$ cat config.mk
export PLATFORM = sky130hd
export DESIGN_NAME = pc_fetch_unit
export DESIGN_NICKNAME = d
export VERILOG_FILES = /design/src/rtl/pc_fetch_unit.sv
export SDC_FILE = /design/constraint.sdc
export NUM_CORES = 1
export LEC_CHECK = 0
export ABC_AREA = 1
export ABC_CLOCK_PERIOD_IN_PS = 6100
export CORE_UTILIZATION = 39
export DETAILED_ROUTE_END_ITERATION = 7
export HOLD_SLACK_MARGIN = 0.08
export PLACE_DENSITY = 0.8
export SETUP_SLACK_MARGIN = 0.02
export SKIP_CTS_REPAIR_TIMING = 1
export SLEW_MARGIN = 10
export SYNTH_ARGS = -nofsm -noshare
export SYNTH_HDL_FRONTEND = slang
export SYNTH_SLANG_ARGS = --single-unit
$ cat constraint.sdc
create_clock -name clk -period 6.1 [get_ports clk]
set_input_delay 1.525 -clock clk [delete_from_list [all_inputs] [get_ports clk]]
set_output_delay 1.525 -clock clk [all_outputs]
set_load 0.03 [all_outputs]
$ cat src/rtl/pc_fetch_unit.sv
// pc_fetch_unit: program-counter register and instruction-fetch sequencer.
// Keeps one memory request outstanding at a time. Each fetched word, with its
// PC and PC+4, is handed to decode through a one-entry valid/ready buffer.
// A redirect that arrives while a request is still in flight sets kill: the
// request still has to finish, and the word it returns is dropped.
module pc_fetch_unit #(
    parameter logic [31:0] RESET_PC = 32'h0000_0000
) (
    input  logic        clk,
    input  logic        rst,
    output logic [31:0] pc_out,
    input  logic [31:0] incr_out,
    output logic        imem_req,
    output logic [31:0] imem_addr,
    input  logic        imem_ack,
    input  logic [31:0] imem_rdata,
    input  logic        redirect_valid,
    input  logic [31:0] redirect_pc,
    output logic        id_valid,
    input  logic        id_ready,
    output logic [31:0] id_instr,
    output logic [31:0] id_pc,
    output logic [31:0] id_pc_plus4
);

    typedef enum logic [1:0] {
        S_IDLE  = 2'd0,
        S_FETCH = 2'd1,
        S_WAIT  = 2'd2
    } state_t;

    state_t      r_state;
    logic [31:0] r_pc;
    logic [31:0] r_imem_addr;
    logic        r_imem_req;
    logic        r_kill;
    logic        r_id_valid;
    logic [31:0] r_id_instr;
    logic [31:0] r_id_pc;
    logic [31:0] r_id_pc_plus4;

    // Redirect targets are word-aligned; the two low bits are dropped.
    logic [31:0] w_redirect_pc;
    assign w_redirect_pc = {redirect_pc[31:2], 2'b00};

    // Fetch sequencer: PC, request and decode-buffer registers in one FSM.
    // Order of precedence: reset, then redirect, then ack, then id_ready.
    always_ff @(posedge clk or posedge rst) begin
        if (rst) begin
            r_state       <= S_IDLE;
            r_pc          <= RESET_PC;
            r_imem_addr   <= 32'h0000_0000;
            r_imem_req    <= 1'b0;
            r_kill        <= 1'b0;
            r_id_valid    <= 1'b0;
            r_id_instr    <= 32'h0000_0000;
            r_id_pc       <= 32'h0000_0000;
            r_id_pc_plus4 <= 32'h0000_0000;
        end else begin
            case (r_state)
                S_IDLE: begin
                    r_state    <= S_FETCH;
                    r_imem_req <= 1'b1;
                    if (redirect_valid) begin
                        r_pc        <= w_redirect_pc;
                        r_imem_addr <= w_redirect_pc;
                    end else begin
                        r_imem_addr <= r_pc;
                    end
                end
                S_FETCH: begin
                    if (redirect_valid) begin
                        r_pc <= w_redirect_pc;
                        if (imem_ack) begin
                            // The request completes now, so the new target
                            // can be issued without a kill.
                            r_imem_addr <= w_redirect_pc;
                            r_kill      <= 1'b0;
                        end else begin
                            // The address stays put until the request
                            // completes; its data is dropped on return.
                            r_kill <= 1'b1;
                        end
                    end else if (imem_ack) begin
                        if (r_kill) begin
                            r_kill      <= 1'b0;
                            r_imem_addr <= r_pc;
                        end else begin
                            r_id_instr    <= imem_rdata;
                            r_id_pc       <= r_pc;
                            r_id_pc_plus4 <= incr_out;
                            r_id_valid    <= 1'b1;
                            r_pc          <= incr_out;
                            r_imem_req    <= 1'b0;
                            r_state       <= S_WAIT;
                        end
                    end else begin
                        r_imem_req <= 1'b1;
                    end
                end
                S_WAIT: begin
                    if (redirect_valid) begin
                        r_id_valid  <= 1'b0;
                        r_pc        <= w_redirect_pc;
                        r_imem_addr <= w_redirect_pc;
                        r_imem_req  <= 1'b1;
                        r_state     <= S_FETCH;
                    end else if (id_ready) begin
                        r_id_valid  <= 1'b0;
                        r_imem_addr <= r_pc;
                        r_imem_req  <= 1'b1;
                        r_state     <= S_FETCH;
                    end else begin
                        r_id_valid <= 1'b1;
                    end
                end
                default: begin
                    r_state    <= S_IDLE;
                    r_imem_req <= 1'b0;
                    r_id_valid <= 1'b0;
                    r_kill     <= 1'b0;
                end
            endcase
        end
    end

    assign pc_out      = r_pc;
    assign imem_req    = r_imem_req;
    assign imem_addr   = r_imem_addr;
    assign id_valid    = r_id_valid;
    assign id_instr    = r_id_instr;
    assign id_pc       = r_id_pc;
    assign id_pc_plus4 = r_id_pc_plus4;

endmodule

# Word level (Yosys, flattened, before mapping)
# Cells that the tools add are included.
[word_totals]
regBits = 165
latchBits = 0
ramBits = 0
mem_bits_ro = 0
inputBits = 101
output_inout_bits = 162
n_memories = 0
[op_classes]
addsub = 0
n_mul = 0
n_div = 0
order_cmp = 0
eq_ne = 10
n_shift = 0
mux = 34
bitwise_logic = 4
n_reduce_logical = 11
[ops]
columns = ["cell", "count"]
rows = [
  ["32-bit 2-to-1 mux", 10],
  ["32-bit one-hot mux with 3 select lines", 1],
  ["32-bit one-hot mux with 2 select lines", 1],
  ["4-bit AND reduction", 4],
  ["3-bit inequality test (second input constant)", 5],
  ["1-bit 2-to-1 mux", 13],
  ["2-bit 2-to-1 mux", 5],
  ["2-bit inequality test (second input constant)", 3],
  ["1-bit one-hot mux with 3 select lines", 2],
  ["2-bit one-hot mux with 3 select lines", 1],
  ["3-bit AND reduction", 2],
  ["1-bit inverter", 4],
  ["3-bit nonzero test", 1],
  ["2-bit by 1-bit == test with 1-bit output (second input constant)", 1],
  ["2-bit == test (second input constant)", 1],
  ["2-bit zero test", 1],
  ["1-bit one-hot mux with 2 select lines", 1],
  ["2-bit AND reduction", 1],
  ["2-bit nonzero test", 1],
  ["2-bit OR reduction", 1],
]

# Longest topological paths before layout
# Gate-level depths: netlist of run 1.
[depth]
word_depth = 4
ltp_mapped = 10

# Worst setup path before layout of run 1
# OpenSTA, ideal clock, no wires.
[synth_path]
kind = "input -> register"
start = "in redirect_valid"
end = "reg r_id_pc_plus4[19], in the netlist id_pc_plus4[19]"
arrival_time_ns = 2.267
setup_slack_ns = 3.703
stages = 7
path_cell_list = "buf_6 > nor2_4 > nand3_2 > buf_2 > buf_2 > nand2_1 > o21ai_0"
[synth_via]
elab_chain_len = 2
[synth_lines]
columns = ["item", "line", "source"]
rows = [
  ["start, declared", "17", "input logic redirect_valid,"],
  ["1-bit inverter (no line)", "--", ""],
  ["4-bit AND reduction (no line)", "--", ""],
  ["end signal, assigned", "91", "r_id_pc_plus4 <= incr_out;"],
  ["end, declared", "40", "logic [31:0] r_id_pc_plus4;"],
]
# Every way passes these cells.
# A chain may end at the register's enable or synchronous reset.

# Worst setup path after layout of run 1
[layout_path]
start = "in redirect_valid"
end = "reg r_pc[7], in the netlist pc_out[7]"
[layout_via]
elab_chain_len = 2
elab_cells_between_ends = 6
cone_classes = "2 x eq/ne; 3 x mux; 1 x reduce/logical"
[layout_lines]
columns = ["item", "line", "source"]
rows = [
  ["3-bit inequality test (no line) (tied with other cells)", "--", ""],
  ["3-bit AND reduction (no line) / 32-bit one-hot mux with 2 select lines (equally long branches)", "--", ""],
  ["end signal, assigned", "65", "r_pc <= w_redirect_pc;"],
  ["end signal, assigned", "73", "r_pc <= w_redirect_pc;"],
  ["end signal, assigned", "93", "r_pc <= incr_out;"],
  ["end, declared", "33", "logic [31:0] r_pc;"],
]
# Parallel ways exist; a longest one is shown, timed or not.

==> impl_metrics.ini, run 1 <==
[status]
status = complete, no violations

[floorplan]
die_height_um = 140
pin_count = 263
fp-row-count = 50
dieArea_um2 = 19600
start_util_pct = 39.8
die_x_um = 140
core_um2 = 18700

[pwr]
power.leakage_uw = 0.00524
power_density_nw_per_um2 = 604
ir_worst_vdd_mv = 0.269

[route]
drt_pass1_iterations = 5
num_vias = 6903
drc = 0
drt_iter0_markers = 398
drt-total-wl_um = 22100
viasPerCell = 4.97
ant_nets = 0
wl_per_cell_um = 15.9

[sta]
fin_ws_ns = 1.94
min_period_over_period_pct = 68.2
fmax_mhz = 240
finalCriticalPeriod_ns = 4.16
worst_slew_pin_slew_ns = 1.01
drv_slew = 0
max_slew_margin_pct = 32.8
skew_ns = 0.00806
final-setup-viol-count = 0
finalSetupTns_ns = 0
rsz0062_at_grt = no
hold_viol = 0

[layout]
final_util_pct = 57.3
finalNetCount = 1249
finalInstanceArea_um2 = 10700
fill_cells = 1696
n_antenna_cell = 0
stdcell_count = 1390
area_delta_synth_final_pct = 43.9
layout-drive-gt1-share_pct = 4.24

[setup_path]
path_cells = buf_2, inv_2, nand3_1, nand3_2, inv_2, nand2_1, nand2_1
start_kind = primary input
cp-endpoint = pc_out[7]$_DFFE_PP0P_
rrSetupSlack_ns = 3.04
crit_start = redirect_valid
cp_num_buf_inv = 3
critPathMaxStageDelay_ns = 0.91
critical-path-slowest-cell = inv_2
crit_type = primary input to flip-flop
worstPathRequired_ns = 6.46
cp_max_fo = 33
reg2reg_from = r_state[0]$_DFFE_PP0P_
crit_family = buffers and inverters
arrival_ns = 4.52
cp.depth = 7
r2r-end = imem_addr[25]$_DFFE_PP0P_
ff2ff_path_depth = 8
endpoint_kind = flip-flop

[clock_network]
clkLatencyLatePin_ns = 0.42
tritoncts = done
path_clk_slew_ns = 0.07
clock_sinks = 165
htreeDepth = 4
ctsRootBufferMaster = clkbuf_16
cts_buffer_depth = 2
cts_buffers = 17

[synthesis]
ys_ff_latch = 165
ys.warnings.count = 0
synth.top_cell.area_share_pct = 55.5
syn_inst = 914
synth_area_um2 = 7440
yosysTopAreaCell = dfrtp_1
synth.top_cells.by_area = dfrtp_1, nand2_1, nand3_1
syn-num-nets = 1020
synth-main-ff-cell = dfrtp_1
yosysSeqAreaShare_pct = 55.5
synth_cell_types = 19
synth_most_common_cell = nand2_1
postSynthAreaPerCell_um2 = 8.15
async_flop_share_pct = 100
synth_edf_count = 0
ys_top_cells_by_count = nand2_1, dfrtp_1, inv_1

[global_route]
busiest_layer = met2
grt_max_degree = 121
overflow = 0
antenna_found_initial = 0
use_met2_pct = 38.4
grt_pass1_wl_um = 35400
grt_pass1_vias = 6535
gr-usage-all-layers_pct = 23.3
use_met3_pct = 7.04
met1_usage_pct = 29.7

[flow_run]
cap_viol_max_count = 0

[place]
gp_congestion = 0.789
portBuffers = 260
dpl_cell_area_um2 = 10100
pre_cts_ws_ns = 1.45
place_hpwl_um = 14000
place_inst = 1358

[min_path]
hold_class = flip-flop to flip-flop
[worst reg2reg max path: stages, from the launching register on]
cell,delay [ns]
dfrtp_1,0.43
inv_1,0.09
ha_1,0.24
nor2_4,0.77
nand2_1,0.15
nand2_2,0.66
nor2_4,0.37
nand2_1,0.16
nand2_1,0.07
[cells in the final DEF (no fill, tap or decap), types with 2 or more instances in the layout]
master and instances:
clkdlybuf4s50_1 259, buf_12 2, nor2_4 3, ha_1 5, clkinv_4 3, dfrtp_1 165, o21ai_0 73, clkbuf_8 2
clkinvlp_4 4, o21ai_1 90, nor2_1 7, bufinv_16 2, inv_6 4, inv_2 3, nand3_1 97, buf_4 4
nand2_1 306, inv_1 104, clkbuf_16 17
[final cells by class]
type                       count  area, um^2  share of cell area, %
sequential                   165        4130                   38.5
timing repair buffer         266        2670                   24.9
multi-input combinational    585        2610                   24.4
clock buffer                  19         453                   4.23
inverter                     108         410                   3.83
tap                          234         293                   2.73
clock inverter                13         148                   1.38
[power breakdown]
group,internal [uW],switching [uW],total (uW)
registers,1600,328,1930
clock network,630,463,1090
logic,1260,2190,3440
[cells by family after synthesis]
| family | after synthesis | synth area share (%) |
|---|---|---|
| and+or+nand+nor | 416 | 23.0 |
| DFF | 165 | 55.5 |
| AOI/OAI and AO/OA | 164 | 11.0 |
| buffers and inverters | 164 | 9.61 |
| adders and majority gates | 5 | 0.840 |
[state kept, by name (all words and copies together) (netlist names)]
| signal | count |
|---|---|
| imem_req | 1 |
| r_state | 2 |
| id_pc_plus4 | 32 |
| id_instr | 32 |
| r_kill | 1 |
| pc_out | 32 |
| id_valid | 1 |
| imem_addr | 32 |
| id_pc | 32 |
[per-layer routing]
layer / routed length, um / part of all wire [%]
met1: 9590 / 43
met2: 10400 / 47
met3: 1850 / 8.3
met5: 0 / 0
met4: 268 / 1.2
[how the worst min path moves through the flow]
stage                                      startpoint                          end  slack, ns  cells after the start
after floorplan                r_state[1]$_DFFE_PP0P_       r_state[1]$_DFFE_PP0P_       0.50                      2
after global routing        imem_addr[28]$_DFFE_PP0P_    imem_addr[28]$_DFFE_PP0P_       0.51                      2
after global placement    id_pc_plus4[28]$_DFFE_PP0P_  id_pc_plus4[28]$_DFFE_PP0P_       0.46                      2
final                       imem_addr[26]$_DFFE_PP0P_    imem_addr[26]$_DFFE_PP0P_       0.48                      2
after detailed placement    imem_addr[26]$_DFFE_PP0P_    imem_addr[26]$_DFFE_PP0P_       0.47                      2
after CTS                   imem_addr[26]$_DFFE_PP0P_    imem_addr[26]$_DFFE_PP0P_       0.49                      2
[metrics by stage]
step | hold slack (ns) | total power, uW
after detailed placement | 0.472 | 5390
after CTS | 0.487 | 6520
after global placement | 0.464 | 5330
final | 0.481 | 6470
after floorplan | 0.503 | 3970
after global routing | 0.508 | 6880
Note: power is estimated with default switching activity, not from simulation.
==> run 2: changes to the inputs <==
--- a/config.mk
+++ b/config.mk
@@ -6,7 +6,7 @@
 export NUM_CORES = 1
 export LEC_CHECK = 0
 export ABC_AREA = 1
-export ABC_CLOCK_PERIOD_IN_PS = 6100
+export ABC_CLOCK_PERIOD_IN_PS = 3800
 export CORE_UTILIZATION = 39
 export DETAILED_ROUTE_END_ITERATION = 7
 export HOLD_SLACK_MARGIN = 0.08
==> constraint.sdc (replaced) <==
create_clock -name clk -period 3.8 [get_ports clk]
set_input_delay 0.95 -clock clk [delete_from_list [all_inputs] [get_ports clk]]
set_output_delay 0.95 -clock clk [all_outputs]
set_load 0.03 [all_outputs]
==> run 2 against run 1 <==
- utilization up 0.38 points
- worst hold slack better by 0.0025 ns
- clock power is 52% higher
- combinational power increased by 63%
- die area unchanged
- critical path type is now flip-flop to primary output
- largest power group unchanged
==> impl_metrics.ini, run 2 (synthesis results as in run 1) <==
[sta]
skew_ns = 0.00589
max_slew_margin_pct = 48.9
min_period_over_period_pct = 65.6
fmax_mhz = 401
rsz0062_at_grt = no
hold_viol = 0
drv_slew = 0
worst_slew_pin_slew_ns = 0.764
final-setup-viol-count = 0
finalSetupTns_ns = 0
finalCriticalPeriod_ns = 2.49

[setup_path]
crit_type = flip-flop to primary output
arrival_ns = 1.54
cp_num_buf_inv = 1
cp_max_fo = 4
start_kind = flip-flop
worstPathRequired_ns = 2.85
cp.depth = 1
critical-path-slowest-cell = clkdlybuf4s50_1
endpoint_kind = primary output
ff2ff_path_depth = 9
crit_family = buffers and inverters
critPathMaxStageDelay_ns = 0.71
path_cells = clkdlybuf4s50_1

[pwr]
p_int_uw = 5590
combPwrFrac_pct = 54.0
clkPwrFrac_pct = 16.0
p_sw_share_pct = 46.1
power_density_nw_per_um2 = 961
ir_worst_vdd_mv = 0.413
power.leakage_uw = 0.00527
finalPower_uw = 10400
power.switching_uw = 4770
pwr-share-seq_pct = 30.0

[clock_network]
ctsRootBufferMaster = clkbuf_16
path_clk_slew_ns = 0.07
clkLatencyLatePin_ns = 0.41
htreeDepth = 4
tritoncts = done
cts_buffer_depth = 2
cts_buffers = 17
clock_sinks = 165

[route]
drc = 0
wl_met2_um = 10200
wl_per_cell_um = 15.6
wl_met1_um = 9640
drt-total-wl_um = 21800
num_vias = 6933
drt_pass1_iterations = 6
viasPerCell = 4.96
wl_met3_um = 1620
ant_nets = 0
drt_iter0_markers = 380
top_layer_used = met4

[place]
dpl_cell_area_um2 = 10200
place_hpwl_um = 14900
gp_congestion = 0.834
portBuffers = 260
place_inst = 1367

[floorplan]
die_x_um = 140
core_um2 = 18700
die_height_um = 140
dieArea_um2 = 19600
pin_count = 263
fp-row-count = 50
start_util_pct = 39.8

[layout]
final_common_cell = nand2_1
finalInstanceArea_um2 = 10800
final_util_pct = 57.7
layout_common_cells = nand2_1, clkdlybuf4s50_1, dfrtp_1, inv_1, nand3_1
stdcell_count = 1399
area_delta_synth_final_pct = 44.9
finalNetCount = 1258
n_antenna_cell = 0
fill_cells = 1640
layout-drive-gt1-share_pct = 4.89

[status]
status = complete, no violations

[global_route]
grt_max_degree = 77
overflow = 0
grt_pass1_wl_um = 35700
gr-usage-all-layers_pct = 23.0
grt_pass1_vias = 6800
antenna_found_initial = 0

[flow_run]
cap_viol_max_count = 0

[min_path]
holdPathStages = 2
hold_class = flip-flop to flip-flop
==> run 2: cell count changes in the layout (fill, tap and decap cells not counted) <==
cell / delta
buf_4: +6
buf_12: +3
clkinvlp_4: +2
bufinv_16: -1
clkbuf_1: +1
clkbuf_8: -1
clkinv_4: -1
==> run 2: path summary, 6_finish.rpt <==
| kind | start | to | slack, ns |
|---|---|---|---|
| worst max register to register | r_state[0]$_DFFE_PP0P_ | imem_addr[15]$_DFFE_PP0P_ | 1.56 |
| worst min-delay path | id_pc_plus4[28]$_DFFE_PP0P_ | id_pc_plus4[28]$_DFFE_PP0P_ | 0.48 |
| worst min register to register | id_pc_plus4[28]$_DFFE_PP0P_ | id_pc_plus4[28]$_DFFE_PP0P_ | 0.48 |
| worst max-delay path | pc_out[6]$_DFFE_PP0P_ | pc_out[6] | 1.31 |
| max in group asynchronous | rst | imem_addr[27]$_DFFE_PP0P_ | 2.06 |
| min in group asynchronous | rst | id_pc[2]$_DFFE_PP0P_ | 0.97 |
==> run 2: power groups by stage <==
stage	logic [uW]	clock network [uW]	registers [uW]
2_1_floorplan	1750	0	4610
4_1_cts	5620	1700	3100
3_3_place_gp	5530	0	3080
5_1_grt	6010	1780	3200
3_5_place_dp	5600	0	3120
6_report	5590	1660	3100
==> run 2: cell type report <==
class | instances | area [um^2] | share of cell area, %
clock buffers | 19 | 443 | 4.11
repair buffers | 275 | 2770 | 25.7
inverters | 108 | 409 | 3.79
well taps | 234 | 293 | 2.71
flip-flops and latches | 165 | 4130 | 38.3
multi-input cells | 585 | 2610 | 24.2
clock inverters | 13 | 125 | 1.16
==> run 2: per-stage QoR <==
| step | setup slack [ns] | hold WS (ns) |
|---|---|---|
| after floorplan | 0.751 | 0.503 |
| after global placement | 1.07 | 0.464 |
| after detailed placement | 1.03 | 0.472 |
| after CTS | 1.29 | 0.488 |
| after global routing | 1.25 | 0.505 |
| final | 1.31 | 0.484 |
==> run 2: worst reg2reg max path, stage by stage (launching register included) <==
cell     delay [ns]
dfrtp_1        0.43
inv_1          0.09
ha_1           0.26
nor2_4         0.09
buf_4          0.41
nand2_1        0.13
nand2_2        0.13
buf_4          0.38
o21ai_0        0.18
nand2_1        0.08
==> run 2: routing by layer <==
| metal | GRT usage (%) | up-vias |
|---|---|---|
| met5 | 0 | - |
| met4 | 8.21 | 0 |
| met3 | 5.95 | 28 |
| met2 | 38.2 | 289 |
| met1 | 29.1 | 3240 |
| li1 | - | 3376 |
==> patch 1: new RTL, settings of run 2 <==
Make the reset (`rst`) synchronous in one clocked block.
--- a/src/rtl/pc_fetch_unit.sv
+++ b/src/rtl/pc_fetch_unit.sv
@@ -45,7 +45,7 @@
 
     // Fetch sequencer: PC, request and decode-buffer registers in one FSM.
     // Order of precedence: reset, then redirect, then ack, then id_ready.
-    always_ff @(posedge clk or posedge rst) begin
+    always_ff @(posedge clk) begin
         if (rst) begin
             r_state       <= S_IDLE;
             r_pc          <= RESET_PC;
Check against the original RTL: differs if rst is asserted again (counterexample within 4 cycles, from zero or initial values and one cycle with rst high); with rst held inactive, the same outputs for 4 cycles.
==> patch 1 against run 2 <==
Setup slack improved by 0.059 ns. Sequential power decreased by 24%. Design area fell by 4.4%. Routed wire length rose by 4.5%. Synthesized cell count rose by 12%. Power fell by 26%. Sequential cell count did not move. Synthesized area shrank 4.8%. Largest power group unchanged.
==> patch 1: results (changes against run 2) <==
* Vias in the first global route at 6665 (-2.0%)
* Share of flip-flops with an asynchronous set or reset at 0 (-1.00)
* Peak supply drop at 0.447 mV (+8.0%)
* FF-to-FF End: pc_out[17]
* NumNets Final at 1347 (+7.1%)
* First DRT Iteration DRCs at 381 (+0.26%)
* Cts bufs inserted at 17 (unchanged)
* Worst r2r src: r_state[0]
* Latest clock arrival within the worst-skew pair at approximately 0.42 ns
* Worst slew pin tran at 0.869 ns (+0.105 ns)
* Run status: finished, final reports clean
* Critical path startpoint: pc_out[1]
* Post-synthesis sequential area ratio at 0.466 (-0.0884)
* Fill count at 1605 (-2.1%)
* WL per Instance at 15.4 um (-1.1%)
* Dominant cells by area after synthesis: dfxtp_1 47%, nor2_1 15%, nand2_1 9.1%
* Critical Path AT at 1.48 ns (-0.06 ns)
* Leak pwr at 0.00439 uW (-17%)
* Most common flop cell mapped by yosys: dfxtp_1
* Post-synth cell types at 24 (+5)
* Layout cells sized above 1 at 0.0423 (-0.00663)
* Global-route usage over all layers at 0.246 (+0.0157)
* First-pass GRT wire length at 35.1 mm (-1.8%)
* Net Count, Synth at 1129 (+11%)
* 1st-pass router iterations at 5 (-1)
* Worst-path maximum fanout at 3 (-1)
* GP Congestion at 0.857 (+2.8%)
* Crit path to: pc_out[1]
* Clock skew at 0.0114 ns (+0.00553 ns)
* Most frequent cells after synthesis: 289 x nor2_1, 171 x nand2_1, 165 x dfxtp_1
* DP Wirelength at 15.8 mm (+5.8%)
[patch 1: cell count changes after synthesis, sizes merged, moves of 3 or more]
| cell | before | now |
|---|---|---|
| nor2 | 10 | 292 |
| dfrtp | 165 | 0 |
| dfxtp | 0 | 165 |
| nand2 | 307 | 174 |
| a21oi | 0 | 67 |
| inv | 108 | 44 |
| nand3 | 99 | 67 |
| o21ai | 163 | 131 |
| clkbuf | 8 | 22 |
| buf | 48 | 51 |
[patch 1: stage by stage]
step,power (uW),cell area (sq um),std cells,setup slack [ns]
after floorplan,4660,7080,1023,1.89
after global placement,5820,9690,1447,1.08
after detailed placement,5870,9690,1447,1.04
after CTS,7720,10300,1478,1.34
after global routing,8140,10300,1478,1.23
final,7670,10300,1478,1.37
[patch 1: where the power goes]
group          switching, uW  internal, uW
clock network            709          1120
registers                211          2140
logic                   2230          1260
total                   3150          4520
[patch 1: worst min path at each step]
stage / cells past startpoint / start / endpoint / slack (ns)
after floorplan: 2 / r_state[1] / r_state[1] / 0.47
after global placement: 2 / imem_addr[14] / imem_addr[14] / 0.46
after detailed placement: 2 / imem_addr[11] / imem_addr[11] / 0.47
after CTS: 2 / imem_addr[11] / imem_addr[11] / 0.49
after global routing: 2 / imem_addr[11] / imem_addr[11] / 0.50
final: 2 / imem_addr[11] / imem_addr[11] / 0.48
[patch 1: cell type report]
class                           count  area (sq um)  share of cell area
Multi-Input combinational cell    740          3210               0.311
Sequential cell                   165          3300               0.320
Timing Repair Buffer              272          2730               0.264
Clock inverter                     11           175              0.0170
Inverter                           45           171              0.0166
Clock buffer                       20           447              0.0433
Tap cell                          225           282              0.0273
[patch 1: worst reg2reg max path: stages, from the launching register on]
cell	delay (ns)
dfxtp_1	0.38
inv_1	0.10
ha_1	0.20
buf_4	0.24
nor2_2	0.14
buf_4	0.35
nand3_1	0.27
nand3_1	0.15
nor2_1	0.04
nor2_1	0.10
[patch 1: cells by family (layout without fill, tap and decap cells)]
family,count (synthesis),in the layout,synth area share
and+or+nand+nor,535,535,0.302
AOI/OAI and AO/OA,200,200,0.142
DFF,165,165,0.466
buffers and inverters,118,348,0.0809
adders and majority gates,5,5,0.00883
[patch 1: per-layer routing]
layer	share of wire	wire length, um	up-vias	track usage
met3	0.076	1740	32	0.0619
li1	-	-	3701	-
met1	0.45	10300	3291	0.337
met2	0.45	10200	287	0.365
met4	0.024	554	0	0.106
met5	0	0	-	0
==> patch 2: new RTL, flow settings as in run 2 <==
Made on the original files. The 3 states of `state_t` get a one-hot encoding in 3 bits.
--- a/src/rtl/pc_fetch_unit.sv
+++ b/src/rtl/pc_fetch_unit.sv
@@ -23,10 +23,10 @@
     output logic [31:0] id_pc_plus4
 );
 
-    typedef enum logic [1:0] {
-        S_IDLE  = 2'd0,
-        S_FETCH = 2'd1,
-        S_WAIT  = 2'd2
+    typedef enum logic [2:0] {
+        S_IDLE  = 3'b001,
+        S_FETCH = 3'b010,
+        S_WAIT  = 3'b100
     } state_t;
 
     state_t      r_state;
Check against the original RTL: no difference found for any inputs over 4 cycles, from zero or initial values and one cycle with rst high; so few cycles prove little.
==> patch 2 against run 2 <==
Power grew 1.3%. Cell count grew 2.3%. Setup slack gained 0.0022 ns. Sequential cell count grew 1. Sequential share of layout area grew 0.15 points. Critical path depth grew 6. Design area grew 0.24%. Register-to-register slack lost 0.25 ns. Non-clock buffer count is the same. Synthesized area grew 0.84%. Synthesized cell count grew 3.6%. Routed wire length grew 1.8%. Highest routed layer unchanged.
==> patch 2: results (changes against run 2) <==
* 1st-pass router iterations at 5 (-1)
* GP Congestion at 0.781 (-6.4%)
* Vias per cell at 4.92 (-0.67%)
* Peak supply drop at 0.472 mV (+14%)
* Post-synthesis sequential area ratio at 0.554 (-0.00112)
* DP Wirelength at 14.8 mm (-1.2%)
* Ant. Diodes at 0 (unchanged)
* Vias in the first global route at 6886 (+1.3%)
* Leak pwr at 0.00533 uW (+1.2%)
* Synthesized instance count at 947 (+3.6%)
* Clock skew at 0.0116 ns (+0.00568 ns)
* Critical Path AT at 2.78 ns (+1.24 ns)
* First DRT Iteration DRCs at 378 (-0.53%)
* Worst slew pin tran at 0.915 ns (+0.151 ns)
* NumNets Final at 1285 (+2.1%)
* Post-synth cell types at 20 (+1)
* Run status: finished, final reports clean
* DP Cell Count at 1399 (+2.3%)
* Most frequent cells after synthesis: 394 x nand2_1, 165 x dfrtp_1, 127 x o21ai_0
* Net Count, Synth at 1048 (+2.7%)
* Routed wire length at 22.2 mm (+1.8%)
* WL per Instance at 15.5 um (-0.47%)
* R2R depth at 7 (-2)
* H-tree depth at 4 (unchanged)
* First-pass GRT wire length at 35.9 mm (+0.70%)
* Dominant cells by area after synthesis: dfrtp_1 55%, nand2_1 20%, o21ai_0 8.5%
* Global-route usage over all layers at 0.230 (about the same)
* Worst-path maximum fanout at 46 (+42)
* Layout cells sized above 1 at 0.0543 (+0.00538)
==> patch 2: cell types whose count changed in the layout (fill, tap and decap cells not counted), moves of 6 or more <==
cell | run 2 | this run
o21ai_0 | 73 | 127
nor2_1 | 7 | 13
inv_1 | 104 | 69
o21ai_1 | 90 | 0
nand2_1 | 306 | 394
==> patch 2: layout make-up <==
class,count,area (sq um)
sequential,166,4160
inverter,76,289
multi-input combinational,648,2780
clock inverter,13,100
tap,234,293
timing repair buffer,275,2750
fill,1673,7960
clock buffer,19,443
==> patch 2: logic make-up after synthesis <==
| family | count (synthesis) | share of synthesized area |
|---|---|---|
| buffers and inverters | 133 | 0.0768 |
| AND/OR/NAND/NOR | 515 | 0.281 |
| flip-flops | 166 | 0.554 |
| AO/OA/AOI/OAI | 133 | 0.0890 |
==> patch 2: report_power, final <==
part	total [uW]	switching [uW]	leakage (uW)	internal, uW
clock	1610	746	0.000252	860
sequential	3070	478	0.00211	2590
combinational	5820	3740	0.00297	2080
==> patch 2: through the flow <==
step	cell area, sq um	utilization	hold WS, ns	worst slack [ns]
after floorplan	7510	-	0.588	0.738
after global placement	10300	0.547	0.453	0.948
after detailed placement	10300	0.547	0.458	0.898
after CTS	10800	0.576	0.475	1.25
after global routing	10800	0.576	0.488	1.03
final	10800	0.576	0.471	1.31
==> patch 2: worst paths after layout <==
path | from | to | slack, ns
max | r_state[2] | id_pc[19] | 1.31
min | id_instr[21] | id_instr[21] | 0.47
max reg2reg | r_state[2] | id_pc[19] | 1.31
min reg2reg | id_instr[21] | id_instr[21] | 0.47
max in group asynchronous | rst | pc_out[5] | 2.20
min in group asynchronous | rst | id_pc[28] | 0.84
==> patch 2: layer usage <==
layer,up-vias,share of wire,GRT usage
met2,255,0.48,0.377
met3,31,0.073,0.0530
met5,-,0,0
met1,3305,0.42,0.298
li1,3453,-,-
met4,0,0.022,0.0852
==> patch 2: worst max-delay path, stage by stage, from the launching register on <==
cell and delay (ns):
dfrtp_1 0.41, inv_2 0.08, nand3_2 0.14, inv_2 0.55
nand3_4 0.58, buf_4 0.42, nand2_1 0.09, o21ai_0 0.08
